[src/rtl/multi_adc_capture.sv]
// rtl/multi_adc_capture.sv - lockstep SPI capture of NUM_CH serial ADCs into a show-ahead FIFO
//
// One shared SCLK/CS frame clocks every ADC at once; each MISO lane has its
// own shift register, while a single bit counter decides which bits are kept.
// Each completed frame becomes one NUM_CH*SAMPLE_W word (channel 0 in the LSBs)
// that is pushed into an internal show-ahead FIFO.
//
// Ports:
//   clk, reset       system clock, synchronous active-high reset
//   start            request one frame (only honoured in IDLE)
//   continuous       keep issuing frames back-to-back while high
//   miso[NUM_CH]     serial data from the ADCs, bit i = channel i
//   spi_sclk         SPI clock, idles high
//   spi_cs_n         chip select, active low
//   busy             high whenever the sequencer is not IDLE
//   rd_en            pop the FIFO head (ignored while empty)
//   rd_data          FIFO head, valid while !empty
//   empty, full      FIFO status, derived from count
//   count            entries currently held
//   overflow         sticky: a frame was dropped because the FIFO was full
//   clr_ovf          clears overflow (a simultaneous drop wins)
module multi_adc_capture #(
    parameter int NUM_CH     = 4,
    parameter int SAMPLE_W   = 10,
    parameter int FRAME_BITS = 16,
    parameter int LEAD_BITS  = 4,
    parameter int CLK_DIV    = 7,
    parameter int DEPTH      = 16
) (
    input  logic                         clk,
    input  logic                         reset,
    input  logic                         start,
    input  logic                         continuous,
    input  logic [NUM_CH-1:0]            miso,
    output logic                         spi_sclk,
    output logic                         spi_cs_n,
    output logic                         busy,
    input  logic                         rd_en,
    output logic [NUM_CH*SAMPLE_W-1:0]   rd_data,
    output logic                         empty,
    output logic                         full,
    output logic [$clog2(DEPTH):0]       count,
    output logic                         overflow,
    input  logic                         clr_ovf
);

    localparam int DW    = NUM_CH * SAMPLE_W;
    localparam int DIV_W = $clog2(CLK_DIV + 1);
    localparam int BIT_W = $clog2(FRAME_BITS + 1);
    localparam int PTR_W = $clog2(DEPTH);
    localparam int CNT_W = PTR_W + 1;

    localparam logic [DIV_W-1:0] DIV_LAST = DIV_W'(CLK_DIV - 1);
    localparam logic [BIT_W-1:0] BIT_LAST = BIT_W'(FRAME_BITS - 1);
    localparam logic [BIT_W-1:0] KEEP_LO  = BIT_W'(LEAD_BITS);
    localparam logic [BIT_W-1:0] KEEP_HI  = BIT_W'(LEAD_BITS + SAMPLE_W);
    localparam logic [CNT_W-1:0] CNT_FULL = CNT_W'(DEPTH);

    typedef enum logic [2:0] {
        S_IDLE  = 3'd0,
        S_SETUP = 3'd1,
        S_SHIFT = 3'd2,
        S_HOLD  = 3'd3,
        S_WRITE = 3'd4,
        S_GAP   = 3'd5
    } state_t;

    state_t            state_q, state_d;
    logic [DIV_W-1:0]  div_q, div_d;
    logic [BIT_W-1:0]  bit_q, bit_d;
    logic              phase_q, phase_d;   // within SHIFT: 0 = sclk low half, 1 = high half
    logic              sample_en;
    logic              push;
    logic              div_last;

    logic [DW-1:0]     sr_q, sr_d;
    logic              shift_en;

    logic [DW-1:0]     mem_q [DEPTH];
    logic [PTR_W-1:0]  wr_ptr_q, wr_ptr_d;
    logic [PTR_W-1:0]  rd_ptr_q, rd_ptr_d;
    logic [CNT_W-1:0]  count_q, count_d;
    logic              ovf_q, ovf_d;
    logic              do_push, do_pop, drop;

    // ------------------------------------------------------------------
    // Frame sequencer
    // ------------------------------------------------------------------
    assign div_last = (div_q == DIV_LAST);

    always_ff @(posedge clk) begin
        if (reset) begin
            state_q <= S_IDLE;
            div_q   <= '0;
            bit_q   <= '0;
            phase_q <= 1'b0;
        end else begin
            state_q <= state_d;
            div_q   <= div_d;
            bit_q   <= bit_d;
            phase_q <= phase_d;
        end
    end

    always_comb begin
        state_d   = state_q;
        div_d     = div_q;
        bit_d     = bit_q;
        phase_d   = phase_q;
        sample_en = 1'b0;
        push      = 1'b0;

        case (state_q)
            S_IDLE: begin
                div_d   = '0;
                bit_d   = '0;
                phase_d = 1'b0;
                if (start || continuous) begin
                    state_d = S_SETUP;
                end
            end

            S_SETUP: begin
                if (div_last) begin
                    div_d   = '0;
                    bit_d   = '0;
                    phase_d = 1'b0;
                    state_d = S_SHIFT;
                end else begin
                    div_d = div_q + DIV_W'(1);
                end
            end

            S_SHIFT: begin
                if (div_last) begin
                    div_d = '0;
                    if (!phase_q) begin
                        // End of the low half: sclk rises now, so capture MISO.
                        phase_d   = 1'b1;
                        sample_en = 1'b1;
                    end else begin
                        phase_d = 1'b0;
                        if (bit_q == BIT_LAST) begin
                            state_d = S_HOLD;
                        end else begin
                            bit_d = bit_q + BIT_W'(1);
                        end
                    end
                end else begin
                    div_d = div_q + DIV_W'(1);
                end
            end

            S_HOLD: begin
                if (div_last) begin
                    div_d   = '0;
                    state_d = S_WRITE;
                end else begin
                    div_d = div_q + DIV_W'(1);
                end
            end

            S_WRITE: begin
                push    = 1'b1;
                div_d   = '0;
                state_d = continuous ? S_GAP : S_IDLE;
            end

            S_GAP: begin
                if (div_last) begin
                    div_d   = '0;
                    state_d = S_SETUP;
                end else begin
                    div_d = div_q + DIV_W'(1);
                end
            end

            default: begin
                state_d = S_IDLE;
            end
        endcase
    end

    assign spi_cs_n = !((state_q == S_SETUP) || (state_q == S_SHIFT) || (state_q == S_HOLD));
    assign spi_sclk = !((state_q == S_SHIFT) && !phase_q);
    assign busy     = (state_q != S_IDLE);

    // ------------------------------------------------------------------
    // Lane shift registers: only the window [LEAD_BITS, LEAD_BITS+SAMPLE_W)
    // shifts, so exactly SAMPLE_W bits land per frame and no clear is needed
    // between frames.
    // ------------------------------------------------------------------
    assign shift_en = sample_en && (bit_q >= KEEP_LO) && (bit_q < KEEP_HI);

    always_comb begin
        sr_d = sr_q;
        if (shift_en) begin
            for (int ch = 0; ch < NUM_CH; ch++) begin
                sr_d[ch*SAMPLE_W +: SAMPLE_W] = {sr_q[ch*SAMPLE_W +: SAMPLE_W-1], miso[ch]};
            end
        end
    end

    always_ff @(posedge clk) begin
        if (reset) begin
            sr_q <= '0;
        end else begin
            sr_q <= sr_d;
        end
    end

    // ------------------------------------------------------------------
    // Show-ahead FIFO
    // ------------------------------------------------------------------
    assign empty  = (count_q == '0);
    assign full   = (count_q == CNT_FULL);
    assign do_pop = rd_en && !empty;
    // A pop in the same cycle frees the slot, so a full FIFO still accepts.
    assign do_push = push && (!full || do_pop);
    assign drop    = push && full && !do_pop;

    always_comb begin
        wr_ptr_d = wr_ptr_q;
        rd_ptr_d = rd_ptr_q;
        count_d  = count_q;
        if (do_push) begin
            wr_ptr_d = wr_ptr_q + PTR_W'(1);
        end
        if (do_pop) begin
            rd_ptr_d = rd_ptr_q + PTR_W'(1);
        end
        if (do_push && !do_pop) begin
            count_d = count_q + CNT_W'(1);
        end else if (do_pop && !do_push) begin
            count_d = count_q - CNT_W'(1);
        end
        // A drop in the same cycle as clr_ovf keeps the flag set.
        ovf_d = drop || (ovf_q && !clr_ovf);
    end

    always_ff @(posedge clk) begin
        if (reset) begin
            wr_ptr_q <= '0;
            rd_ptr_q <= '0;
            count_q  <= '0;
            ovf_q    <= 1'b0;
        end else begin
            wr_ptr_q <= wr_ptr_d;
            rd_ptr_q <= rd_ptr_d;
            count_q  <= count_d;
            ovf_q    <= ovf_d;
        end
    end

    always_ff @(posedge clk) begin
        if (do_push) begin
            mem_q[wr_ptr_q] <= sr_q;
        end
    end

    assign rd_data  = mem_q[rd_ptr_q];
    assign count    = count_q;
    assign overflow = ovf_q;

endmodule

[config.mk]
export PLATFORM = sky130hd
export DESIGN_NAME = multi_adc_capture
export DESIGN_NICKNAME = d
export VERILOG_FILES = /design/src/rtl/multi_adc_capture.sv
export SDC_FILE = /design/constraint.sdc
export NUM_CORES = 1
export LEC_CHECK = 0
export ABC_AREA = 1
export CAP_MARGIN = 0
export CORE_UTILIZATION = 45
export CTS_CLUSTER_SIZE = 16
export DETAILED_ROUTE_END_ITERATION = 6
export PLACE_DENSITY = 0.58
export SKIP_CTS_REPAIR_TIMING = 1
export SYNTH_ARGS = -nofsm -noshare
export SYNTH_HDL_FRONTEND = slang
export SYNTH_SLANG_ARGS = --single-unit
[constraint.sdc]
create_clock -name clk -period 5.7 [get_ports clk]
set_input_delay 0.57 -clock clk [delete_from_list [all_inputs] [get_ports clk]]
set_output_delay 0.57 -clock clk [all_outputs]
set_load 0.01 [all_outputs]
==> summary.txt <==
Worst setup path
  – Arrival time at the worst endpoint: 3.79 ns
  – WP data required: 5.13 ns
  – WP depth: 7
  – Crit path launch type: register
  – R2R depth: 14
  – CP max-delay cell: buf_4
  – Largest delay contributor family on the critical path: buffers and inverters
  – Worst Setup End Kind: primary output
  – Crit-path cells: buf_4 -> buf_4 -> o211ai_1 -> nand3_1 -> nand3_1 -> nand2_1 -> clkdlybuf4s50_1
  – Max incr delay on CP: 0.78 ns
  – Crit path buf inv count: 3
  – Worst-path fanout max: 72
  – Setup CP Type: reg2out

Placement
  – Placed cell count: 3343
  – GPL Wtd Cong: 0.738
  – Port Buffers: 60
  – HPWL Detailed: 31000 um
  – Setup WS pre-CTS: 1.93 ns

Drt
  – Routed WL: 68300 um
  – Routed via count: 18400
  – ANT nets after route: 0
  – Wirelength per Cell: 19.6 um
  – DRC Markers: 0
  – Pre-antenna DRT Iters: 7
  – Via density: 5.28
  – DR iter-0 viols: 1475

Yosys
  – Syn Nets: 2574
  – Largest cells by area after synthesis: edfxtp_1 (65%), o211ai_1 (6.6%), nand3_1 (5.2%)
  – Top-count cell post-synth: edfxtp_1
  – Sequential cell area fraction in the yosys report: 69.9%
  – Mapped Avg Cell Area: 11.6 um2
  – Synth cell count leaders: edfxtp_1 (640), nand2_1 (397), inv_1 (395)
  – YS warnings: 0
  – Top cell type's share of synthesized area: 65.1%
  – Number of synthesized register bits: 710
  – Post-Syn Instances: 2551
  – Post-synth top flop: edfxtp_1
  – Post-synth cell types: 34
  – Mapped Area: 0.0295 mm2
  – Ys async rst share: 0%
  – Leading area contributor after synthesis: edfxtp_1
  – Post-synth EDFFs: 640

Clock network
  – CTS tree: done
  – Cts bufs inserted: 74
  – Clock Path Buffers: 3
  – Worst-path clk slew: 0.06 ns
  – Worst skew pair latency: 0.61 ns
  – CTS H-Tree Depth: 3
  – Root buf cell: clkbuf_16
  – Clock sink total: 710

Global routing
  – Initial antenna violation count: 0
  – Global-route wire length before repair: 104000 um
  – Total grt overflow: 0
  – Gr usage total: 20.7%
  – Number of global-route vias before repair: 17800
  – Largest net degree at the start of global routing: 249

STA
  – Clock skew: 0.0183 ns
  – Max Slew Vio Count: 0
  – Minimum clock period: 4.36 ns
  – Fin worst setup slack: 1.34 ns
  – Period utilization: 76.5%
  – Setup tns final: 0 ns
  – Slew @ Worst Pin: 1.04 ns
  – Hold WS: 0.473 ns
  – Endpoints failing setup: 0
  – Unrepaired setup endpoints after global routing: false
  – Fmax: 229 MHz
  – Max transition margin: 30.7%
  – Hold Vio Cnt, Final: 0

Die
  – Die width: 258 um
  – Top Ports: 61
  – Core region area: 0.0646 mm2
  – Die Span Y: 258 um
  – Initial Util: 45.7%
  – Die area: 0.0666 mm2
  – Num rows: 93

Run
  – Max Cap Viol: 0

Finish
  – Post-layout nets: 2587
  – Diode count: 0
  – Synth-to-layout area growth: 12.6%
  – Final Non-Filler Cells: 3478
  – Share of cells above drive strength 1: 7.01%

Status
  – Status: finished clean

Pwr
  – Power per cell area: 407 mW/mm2
  – Leakage power: 12.0 nW
  – IR drop worst, VDD: 0.289 mV
  – Total Power: 0.0135 W

Worst hold path
  – HP Class: reg2reg
  – Hold-critical path depth: 2
-- logic make-up (layout without fill, tap and decap cells) --
family | count (synthesis) | after routing | synth area share, %
AO/OA/AOI/OAI | 414 | 414 | 9.26
XOR/XNOR | 7 | 7 | 0.208
adder cells (fa/ha/maj) | 13 | 13 | 0.577
buffers and inverters | 558 | 630 | 7.63
flip-flops | 710 | 710 | 69.9
AND/OR/NAND/NOR | 849 | 849 | 12.4
-- power by group --
group | leakage, nW | internal [W] | switching (W)
Combinational | 4.21 | 0.00114 | 0.00187
Sequential | 6.63 | 0.00565 | 0.000111
Clock | 1.17 | 0.00280 | 0.00194
Total | 12.0 | 0.00959 | 0.00392
-- worst paths after layout --
kind,start,to,slack [ns]
hold / removal,overflow,overflow,0.47
setup reg to reg,state_q[2],count[4],2.64
setup / recovery,register,rd_data[12],1.34
hold reg to reg,overflow,overflow,0.47
-- worst reg2reg max path, cell delays in order (launching register included) --
cell and delay (ns):
dfxtp_1 0.53, inv_2 0.12, nor2_2 0.20, nand2_1 0.54, inv_1 0.29, ha_1 0.31, inv_1 0.12, ha_1 0.35
nand2_1 0.09, nand2_1 0.07, nor2_1 0.10, nand2_1 0.05, nand2_1 0.06, nand2_1 0.05, a21oi_1 0.11
-- through the flow --
step / area [um2] / utilization [%]
2_1_floorplan: 29500 / -
3_3_place_gp: 30800 / 47.7
3_5_place_dp: 30800 / 47.7
4_1_cts: 33200 / 51.4
5_1_grt: 33200 / 51.4
6_report: 33200 / 51.4
-- cell usage in the layout, fill, tap and decap left out, types with 30 or more instances in the layout --
master / count
edfxtp_1: 640
nand2_1: 397
inv_1: 393
nand3_1: 304
o211ai_1: 261
nor2_1: 110
clkbuf_16: 77
a21oi_1: 76
dfxtp_1: 66
o21ai_0: 62
clkdlybuf4s50_1: 60
buf_4: 30
-- final cells by class --
| class | count | area [um2] |
|---|---|---|
| Multi-Input combinational cell | 1283 | 6720 |
| Clock inverter | 31 | 297 |
| Clock buffer | 104 | 2100 |
| Sequential cell | 710 | 20600 |
| Timing Repair Buffer | 93 | 886 |
| Fill cell | 5512 | 31400 |
| Inverter | 402 | 1510 |
| Tap cell | 855 | 1070 |
-- flip-flops by register name (all words and copies together), names as in the netlist, named ones only --
register and count:
count 5, mem_q 640, state_q 3, wr_ptr_q 4, sr_q 40, rd_ptr_q 4
phase_q 1, overflow 1, bit_q 5, div_q 3
-- per-layer routing --
layer	vias to the layer above	track usage, %	wire, um
met5	-	0	0
met4	0	7.30	1770
met3	107	3.18	3730
met2	451	33.4	31800
met1	8928	28.5	31000
li1	8892	-	-
Note: power is estimated with default switching activity, not from simulation.
